[src/rtl/uart_pkg.sv]
// uart_pkg: shared types and frame-format helpers for the UART transmitter.
package uart_pkg;
  typedef enum logic [2:0] {IDLE, START, DATA, PARITY, STOP} tx_state_t;
  typedef enum logic [1:0] {WLS_5, WLS_6, WLS_7, WLS_8} wls_t;
  function automatic logic parity_calc(input logic [7:0] data, input logic [1:0] wls, input logic eps, input logic sticky);
    logic [7:0] mask;
    mask = 8'hff >> (2'd3 - wls);
    return sticky ? ~eps : (^(data & mask)) ^ ~eps;
  endfunction
  function automatic int stop_ticks(input logic stb, input logic [1:0] wls, input int os);
    return !stb ? os : (wls == WLS_5 ? os + os / 2 : 2 * os);
  endfunction
endpackage

[src/rtl/uart_tx_fifo_if.sv]
// uart_tx_fifo_if: THR write path and LSR status between register file and transmitter.
interface uart_tx_fifo_if #(parameter int FIFO_DEPTH = 16);
  localparam int CW = $clog2(FIFO_DEPTH) + 1;
  logic wr_en;
  logic [7:0] wr_data;
  logic wr_drop;
  logic thre;
  logic temt;
  logic [CW-1:0] fifo_count;
  modport master (output wr_en, wr_data, input wr_drop, thre, temt, fifo_count);
  modport slave (input wr_en, wr_data, output wr_drop, thre, temt, fifo_count);
endinterface

[src/rtl/uart_sync_fifo.sv]
// uart_sync_fifo: synchronous FIFO with occupancy count and synchronous clear.
module uart_sync_fifo #(
  parameter int DEPTH = 16,
  parameter int WIDTH = 8
) (
  input  logic                     clk,
  input  logic                     rst_n,
  input  logic                     push,
  input  logic                     pop,
  input  logic                     clear,
  input  logic [WIDTH-1:0]         din,
  output logic [WIDTH-1:0]         dout,
  output logic [$clog2(DEPTH):0]   count,
  output logic                     full,
  output logic                     empty
);
  localparam int AW = $clog2(DEPTH);
  logic [WIDTH-1:0] mem [DEPTH];
  logic [AW-1:0] wp, rp;
  logic do_push, do_pop;
  assign empty = count == '0;
  assign full = count == (AW + 1)'(DEPTH);
  assign do_pop = pop && !empty;
  assign do_push = push && (!full || do_pop);
  assign dout = mem[rp];
  always_ff @(posedge clk or negedge rst_n)
    if (!rst_n) begin
      wp <= '0;
      rp <= '0;
      count <= '0;
    end else if (clear) begin
      wp <= '0;
      rp <= '0;
      count <= '0;
    end else begin
      if (do_push) wp <= wp + AW'(1);
      if (do_pop) rp <= rp + AW'(1);
      count <= count + (AW + 1)'(do_push) - (AW + 1)'(do_pop);
    end
  always_ff @(posedge clk)
    if (do_push && !clear) mem[wp] <= din;
endmodule

[src/rtl/uart_tx_fifo.sv]
// uart_tx_fifo: 16550-style transmitter with TX FIFO and oversampled bit timing.
module uart_tx_fifo import uart_pkg::*; #(
  parameter int FIFO_DEPTH = 16,
  parameter int OVERSAMPLE = 16
) (
  input  logic        clk,
  input  logic        rst_n,
  input  logic        baud_pulse,
  input  logic        fifo_en,
  input  logic        fifo_clr,
  input  logic [1:0]  wls,
  input  logic        stb,
  input  logic        pen,
  input  logic        eps,
  input  logic        sticky_parity,
  input  logic        set_break,
  output logic        tx,
  uart_tx_fifo_if.slave bus
);
  localparam int CW = $clog2(FIFO_DEPTH) + 1;
  localparam int TW = $clog2(2 * OVERSAMPLE + 1);
  tx_state_t state, state_d;
  logic [TW-1:0] tick, tick_d, stop_len, len;
  logic [2:0] bit_cnt, bit_d;
  logic [7:0] sh, sh_d, head;
  logic [1:0] wls_q;
  logic [CW-1:0] count;
  logic pen_q, par_q, fifo_en_q, tx_d, last, load, clear, full, empty, full_eff, push;
  // A mode change flushes the queue exactly like an explicit clear.
  assign clear = fifo_clr || (fifo_en != fifo_en_q);
  assign full_eff = fifo_en ? full : !empty;
  assign push = bus.wr_en && !clear && (!full_eff || load);
  uart_sync_fifo #(.DEPTH(FIFO_DEPTH), .WIDTH(8)) u_fifo (
    .clk(clk), .rst_n(rst_n), .push(push), .pop(load), .clear(clear),
    .din(bus.wr_data), .dout(head), .count(count), .full(full), .empty(empty)
  );
  assign bus.fifo_count = count;
  assign bus.thre = empty;
  assign bus.temt = empty && state == IDLE;
  always_comb begin
    len = state == STOP ? stop_len : TW'(OVERSAMPLE);
    last = baud_pulse && tick == len - TW'(1);
    load = !empty && (state == IDLE || (state == STOP && last));
    tick_d = (state == IDLE || last) ? '0 : tick + TW'(baud_pulse);
    bit_d = state == DATA ? bit_cnt + 3'(last) : '0;
    sh_d = load ? head : (state == DATA && last) ? sh >> 1 : sh;
    state_d = state;
    case (state)
      IDLE:    if (load) state_d = START;
      START:   if (last) state_d = DATA;
      DATA:    if (last && bit_cnt == 3'd4 + 3'(wls_q)) state_d = pen_q ? PARITY : STOP;
      PARITY:  if (last) state_d = STOP;
      STOP:    if (last) state_d = load ? START : IDLE;
      default: state_d = IDLE;
    endcase
    // tx is registered from the next-state view so it changes with the state.
    tx_d = set_break ? 1'b0 : state_d == START ? 1'b0 : state_d == DATA ? sh_d[0] :
           state_d == PARITY ? par_q : 1'b1;
  end
  always_ff @(posedge clk or negedge rst_n)
    if (!rst_n) begin
      state <= IDLE;
      tick <= '0;
      bit_cnt <= '0;
      sh <= '0;
      wls_q <= '0;
      pen_q <= 1'b0;
      par_q <= 1'b0;
      stop_len <= TW'(OVERSAMPLE);
      fifo_en_q <= 1'b0;
      tx <= 1'b1;
      bus.wr_drop <= 1'b0;
    end else begin
      state <= state_d;
      tick <= tick_d;
      bit_cnt <= bit_d;
      sh <= sh_d;
      fifo_en_q <= fifo_en;
      tx <= tx_d;
      bus.wr_drop <= bus.wr_en && !clear && full_eff && !load;
      if (load) begin
        wls_q <= wls;
        pen_q <= pen;
        par_q <= parity_calc(head, wls, eps, sticky_parity);
        stop_len <= TW'(stop_ticks(stb, wls, OVERSAMPLE));
      end
    end
endmodule

[src/flat_wrapper.sv]
// flat-port wrapper written by rule: the top's interface ports become plain ports
module uart_tx_fifo_flat import uart_pkg::*;
#(
  parameter int FIFO_DEPTH = 16,
  parameter int OVERSAMPLE = 16
)
  (clk, rst_n, baud_pulse, fifo_en, fifo_clr, wls, stb, pen, eps, sticky_parity, set_break, tx, bus_wr_en, bus_wr_data, bus_wr_drop, bus_thre, bus_temt, bus_fifo_count);
  uart_tx_fifo_if #(.FIFO_DEPTH(FIFO_DEPTH)) bus_i ();
  input  logic clk;
  input  logic rst_n;
  input  logic baud_pulse;
  input  logic fifo_en;
  input  logic fifo_clr;
  input  logic [1:0] wls;
  input  logic stb;
  input  logic pen;
  input  logic eps;
  input  logic sticky_parity;
  input  logic set_break;
  output logic tx;
  input wire logic [$bits(bus_i.wr_en)-1:0] bus_wr_en;
  input wire logic [$bits(bus_i.wr_data)-1:0] bus_wr_data;
  output wire logic [$bits(bus_i.wr_drop)-1:0] bus_wr_drop;
  output wire logic [$bits(bus_i.thre)-1:0] bus_thre;
  output wire logic [$bits(bus_i.temt)-1:0] bus_temt;
  output wire logic [$bits(bus_i.fifo_count)-1:0] bus_fifo_count;
  assign bus_i.wr_en = bus_wr_en;
  assign bus_i.wr_data = bus_wr_data;
  assign bus_wr_drop = bus_i.wr_drop;
  assign bus_thre = bus_i.thre;
  assign bus_temt = bus_i.temt;
  assign bus_fifo_count = bus_i.fifo_count;
  uart_tx_fifo #(.FIFO_DEPTH(FIFO_DEPTH), .OVERSAMPLE(OVERSAMPLE)) u_core (.clk(clk), .rst_n(rst_n), .baud_pulse(baud_pulse), .fifo_en(fifo_en), .fifo_clr(fifo_clr), .wls(wls), .stb(stb), .pen(pen), .eps(eps), .sticky_parity(sticky_parity), .set_break(set_break), .tx(tx), .bus(bus_i));
endmodule
[config.mk]
export PLATFORM = sky130hd
export DESIGN_NAME = uart_tx_fifo_flat
export DESIGN_NICKNAME = d
export VERILOG_FILES = /design/src/rtl/uart_pkg.sv /design/src/rtl/uart_tx_fifo_if.sv /design/src/rtl/uart_sync_fifo.sv /design/src/rtl/uart_tx_fifo.sv /design/src/flat_wrapper.sv
export SDC_FILE = /design/constraint.sdc
export NUM_CORES = 1
export LEC_CHECK = 0
export ABC_AREA = 1
export ABC_CLOCK_PERIOD_IN_PS = 4200
export CAP_MARGIN = 20
export CORE_ASPECT_RATIO = 0.6
export CORE_UTILIZATION = 60
export CTS_BUF_LIST = sky130_fd_sc_hd__clkbuf_16
export CTS_CLUSTER_SIZE = 40
export DETAILED_ROUTE_END_ITERATION = 10
export PLACE_DENSITY = 0.82
export SLEW_MARGIN = 40
export SYNTH_ARGS = -nofsm -noshare
export SYNTH_HDL_FRONTEND = slang
export SYNTH_SLANG_ARGS = --single-unit
[constraint.sdc]
create_clock -name clk -period 4.2 [get_ports clk]
set_clock_uncertainty 0.05 [all_clocks]
set_input_delay 1.26 -clock clk [delete_from_list [all_inputs] [get_ports clk]]
set_output_delay 1.26 -clock clk [all_outputs]
set_load 0.1 [all_outputs]
Word-level counts from Yosys, hierarchy flattened
Memories as Yosys holds them, arrays and structs flattened.
Index checks and enable logic that the tools add are counted.

cells by class
  shift-type cells = 1
  equal/unequal tests = 11
  bitwise gates (word level) = 3
  mux-type cells = 28
  add/subtract/negate cells = 9
  reductions and logical operators = 30

operators by type and width
  kind                                               count
  two-way mux 6 bit                                  4
  two-way mux 3 bit                                  7
  two-way mux 4 bit                                  4
  two-way mux 8 bit                                  2
  case mux 3 bit (5 select lines)                    1
  logical AND 1 bit                                  13
  == test 3 x 2 -> 1 bit (second input constant)     4
  two-way mux 1 bit                                  9
  adder 4 x 1 -> 4 bit (second input constant)       2
  bitwise AND 8 bit                                  1
  parity 8 bit                                       1
  right shift 8 x 2 -> 8 bit (first input constant)  1
  adder 6 x 1 -> 6 bit                               1
  == test 3 x 1 -> 1 bit (second input constant)     2
  == test 6 bit                                      1
  nonzero test 2 bit                                 3
  subtractor 6 x 1 -> 6 bit (second input constant)  1
  adder 5 x 1 -> 5 bit                               1
  == test 5 bit (second input constant)              1
  logical NOT 1 bit                                  5
  logical NOT 5 bit                                  1
  logical OR 1 bit                                   5
  two-way mux 5 bit                                  1
  subtractor 5 x 1 -> 5 bit                          1
  10 further kinds                                   10

storage, ports and cells
  bits in writable memories = 128
  memories kept = 1
  logic and storage cells = 98
  input bits = 21
  register bits after elaboration = 46
  output and inout port bits = 9

memories
  memory             depth  bits a word  read ports  clocked after memory_dff  wr ports  line                  source
  u_core.u_fifo.mem  16     8            1           0                         1         uart_sync_fifo.sv:18  logic [WIDTH-1:0] mem [DEPTH];

Depth between registers and ports, before layout
  word-level depth = 16
  gate-level depth with buffers = 24
  gate-level depth less buffers = 24

By module
From an unflattened synthesis, not the netlist that was laid out.

unflattened totals
  cells, all modules = 868
  area total of the unflattened synthesis = 8161.6 um2

by module, submodules not included
  module          area each (um2)  times used  cells an instance
  uart_sync_fifo  6396.1           1           647
  uart_tx_fifo    1765.4           1           221

Worst setup path before layout
OpenSTA, ideal clock, no wires.

  kind = register -> output
  start = register u_core.u_fifo.count[3]
  end = output bus_temt
  cell stages (with the launch flop) = 9
  slack = -1.428 ns
  data required time = 2.890 ns
  buffers on the path = 0
  arrival time = 4.318 ns
  cells stage by stage = dfrtp_1 inv_1 ha_1 nand2_1 nor2_1 inv_1 nor2_1 inv_1 nor2_1

on the way
  word-level cells in the longest chain between the ends = 2

RTL lines
  element                 line                  source
  from (decl)             uart_sync_fifo.sv:13  output logic [$clog2(DEPTH):0] count,
  from (signal assigned)  uart_sync_fifo.sv:38  count <= count + (AW + 1)'(do_push) - (AW + 1)'(do_pop);
  logical NOT 5 bit       uart_sync_fifo.sv:21  assign empty = count == '0;
  named net bus_thre      flat_wrapper.sv:24    output wire logic [$bits(bus_i.thre)-1:0] bus_thre;
  logical AND 1 bit       uart_tx_fifo.sv:39    assign bus.temt = empty && state == IDLE;
  to (decl)               flat_wrapper.sv:25    output wire logic [$bits(bus_i.temt)-1:0] bus_temt;

The timed path passes the listed nets, and every way through them passes these cells.

Worst setup path in the final report
  start = input baud_pulse
  end = register u_core.u_fifo.count[4]

on the way
  word-level cells in the longest chain between the ends = 10
  elaborated cells on any way between the ends = 12

RTL lines
  element                                                line                                      source
  from (decl)                                            flat_wrapper.sv:11                        input logic baud_pulse;
  logical AND 1 bit (*)                                  uart_tx_fifo.sv:42                        last = baud_pulse && tick == len - TW'(1);
  logical AND 1 bit (*)                                  uart_tx_fifo.sv:43                        load = !empty && (state == IDLE || (state == STOP && last));
  logical OR 1 bit (*)                                   uart_tx_fifo.sv:43
  logical AND 1 bit (*)                                  uart_tx_fifo.sv:43
  logical OR 1 bit or logical AND 1 bit (tied branches)  uart_tx_fifo.sv:32, uart_sync_fifo.sv:23
  logical AND 1 bit or logical OR 1 bit (tied branches)  uart_tx_fifo.sv:32, uart_sync_fifo.sv:24
  logical AND 1 bit                                      uart_sync_fifo.sv:24                      assign do_push = push && (!full || do_pop);
  adder 5 x 1 -> 5 bit                                   uart_sync_fifo.sv:38
  subtractor 5 x 1 -> 5 bit (*)                          uart_sync_fifo.sv:38
  two-way mux 5 bit (*)                                  uart_sync_fifo.sv:31                      end else if (clear) begin

Mark *: on every way between the ends. The rest lies on a longest branch, timed or not.
A chain may end at the register's enable or synchronous reset.

==> impl_results.md <==
* Hold path depth at 2
* Number of max-cap violations at 0
* Distinct cells, synth at 36
* Nets at 898
* Chip Width at 150 µm
* Mapped Nets at 846
* Clock buffer count from CTS at 17
* Area Overhead vs Synth at 14.6%
* Final wirelength at 19000 µm
* Flop pwr share at 44.4%
* Power per cell area at 505 nW/µm²
* Final total power at 4.54 mW
* Slew HR at 42.0%
* H-tree depth at 4
* Initial antenna violation count at 0
* Ys Warns at 0
* Vias/cell at 5.74
* Most frequent cells in the layout: nand2_1, edfxtp_1, nor2_1
* GRT Util Overall at 30.0%
* CTS sink count at 171
* Diodes inserted at 0
* Clock share of power at 33.7%
* Commonest non-fill, non-tap cell in the layout: nand2_1
* Post-CTS Resized at 0
* Vias post-DR at 5954
* Worst Path Arrival at 4.25 ns
* GR Layer Usage met3 at 7.83%
* Slew @ Worst Pin at 0.868 ns
* Number of remaining DRC errors at 0
* Post-Syn Area at 7850 µm²
* Hold Path Class: reg -> reg
* Rows at 31
* Min Tclk post-route at 3.98 ns
* Post-CTS setup buffers at 0
* M1 GR Usage at 43.9%
* Pins over their slew limit at 0
* Pre-antenna DRT Iters at 6
* Synth top area share at 49.0%
* Final Cycle Share at 94.7%
* Vias in the first global route at 5689
* Core area at 12400 µm²
* Initial Util at 63.2%
* Combinational power share at 21.8%
* Max Fclk at 251 MHz
* Non-filler instance count after layout at 1038
* First-pass GRT wire length at 29800 µm
* Die Height at 90.6 µm
* P_leak at 3.82 nW
* Worst Path Required at 4.47 ns
* Final core utilization at 72.5%
* Worst setup SP type: primary input
* Sw power at 1.45 mW
* Dpl hpwl at 12600 µm
* Drt wl/cell at 18.3 µm
* Sequential area share after synthesis at 62.7%
* Syn Inst Count at 808
* Worst VDD drop at 0.286 mV
* Post-synthesis register bit count at 171
* CTS Hold Bufs at 0
* Hold WS at 0.467 ns
* Clock-pin slew on the worst setup and hold paths at 0.07 ns
* CTS tree: yes
* Final Hold Violating Endpoints at 0
* Total global routing overflow at 0
* RSZ-0062 raised after global routing: no
* Final worst slack at 0.221 ns
* DRT iter0 DRCs at 896
* Outcome: finished clean
* Critical Path Fanout Max at 2
* Met2 Use GR at 43.7%
* Crit. End Element: flip-flop
* R2R cell count at 24
* Busiest grt layer: met1
* Final setup viols at 0
* Placed insts at 1006
* Pre-CTS setup slack at -0.168 ns
* Layout cells sized above 1 at 11.0%
* Yosys top cell by area: edfxtp_1
* CTS Buffer Depth at 2
* Critical path type: in -> reg
* Input/output buffers at 29
* Internal Power at 3.10 mW
* Clock Latency Late Sink at 0.43 ns
* Net switching share of the total power at 31.8%
* Antenna-violating nets left at 0
* Top-level I/O count at 30
* Largest cells by area after synthesis: edfxtp_1, dfrtp_1, nand2_1
* Largest net degree at the start of global routing at 76
* RD Place Congestion at 0.917
* Syn Area/Cell at 9.71 µm²
* Reg-to-reg setup timing slack at 0.37 ns
* Die Area at 13600 µm²
* CTS root buf: clkbuf_16
==> cell families after synthesis <==
logic type                 synth area share, %
and+or+nand+nor                           24.1
DFF                                       62.7
buffers and inverters                     5.42
AOI/OAI and AO/OA                         4.18
adders and majority gates                 2.81
xor gates and xnor gates                 0.781
==> critical path: stages <==
cell	delay, ns
clkdlybuf4s50_1	0.48
nand2_1	0.09
nor4b_2	0.32
nand2_1	0.15
nor2_4	0.14
nand3_4	0.09
nand2_2	0.09
nand3_4	0.07
nand2_2	0.09
nand2_4	0.05
ha_1	0.28
inv_1	0.04
ha_1	0.20
fa_1	0.42
nand2_1	0.09
a21oi_1	0.05
nor2_1	0.11
xor2_1	0.17
nor2_1	0.05
==> power groups by stage <==
stage          clock [mW]  combinational, mW  sequential [mW]
3_3_place_gp            0              0.929             2.04
6_report             1.53              0.992             2.02
4_1_cts              1.53              0.983             2.02
3_5_place_dp            0              0.967             2.05
2_1_floorplan           0              0.616             2.13
5_1_grt              1.61               1.08             2.03
==> flip-flops by register name, indices dropped and copies added, names as in the netlist, 3 cells and up <==
signal,flops
u_core.bit_cnt,3
u_core.sh,8
u_core.state,3
u_core.stop_len,3
u_core.tick,6
u_core.u_fifo.count,5
u_core.u_fifo.mem,128
u_core.u_fifo.rp,4
u_core.u_fifo.wp,4
==> path summary, 6_finish.rpt <==
path,from,to
worst max-delay path,baud_pulse,u_core.u_fifo.count[4]
worst min-delay path,u_core.par_q,u_core.par_q
worst max register to register,u_core.state[0],u_core.u_fifo.count[4]
worst min register to register,u_core.par_q,u_core.par_q
max in group asynchronous,rst_n,u_core.u_fifo.rp[0]
min in group asynchronous,rst_n,u_core.bit_cnt[1]
==> synth_stat cells (all sizes together) <==
| cell type | n |
|---|---|
| ha | 16 |
| buf | 18 |
| o221ai | 3 |
| a21oi | 18 |
| edfxtp | 128 |
| nand3 | 61 |
| xor2 | 4 |
| nand2 | 266 |
| inv | 80 |
| o21a | 1 |
| dfstp | 2 |
| nor3 | 5 |
| fa | 1 |
| clkbuf | 5 |
| nor3b | 3 |
| clkinv | 3 |
| o211ai | 9 |
| xnor2 | 3 |
| nor4b | 1 |
| o21ai | 26 |
| nand4 | 3 |
| a31oi | 1 |
| nor2 | 110 |
| dfrtp | 41 |
==> metrics by stage <==
stage	TNS (ns)	area, µm²
detailed placement	-0.218	8430
floorplan	0	7860
global route	0	9000
global placement	-0.0102	8460
CTS	0	9000
finish	0	9000
==> final cells by class <==
class                      count  area, µm²
sequential                   171       4920
fill                         838       3410
multi-input combinational    531       2520
clock buffer                  19        475
timing repair buffer          56        458
inverter                      83        317
tap                          165        206
clock inverter                13        101
==> metal layers <==
layer | routed length, µm | up-vias
met5 | 0 | -
met3 | 2130 | 37
met2 | 8610 | 332
met1 | 7900 | 2846
li1 | - | 2739
met4 | 372 | 0
Power figures use the tool's default switching activity.
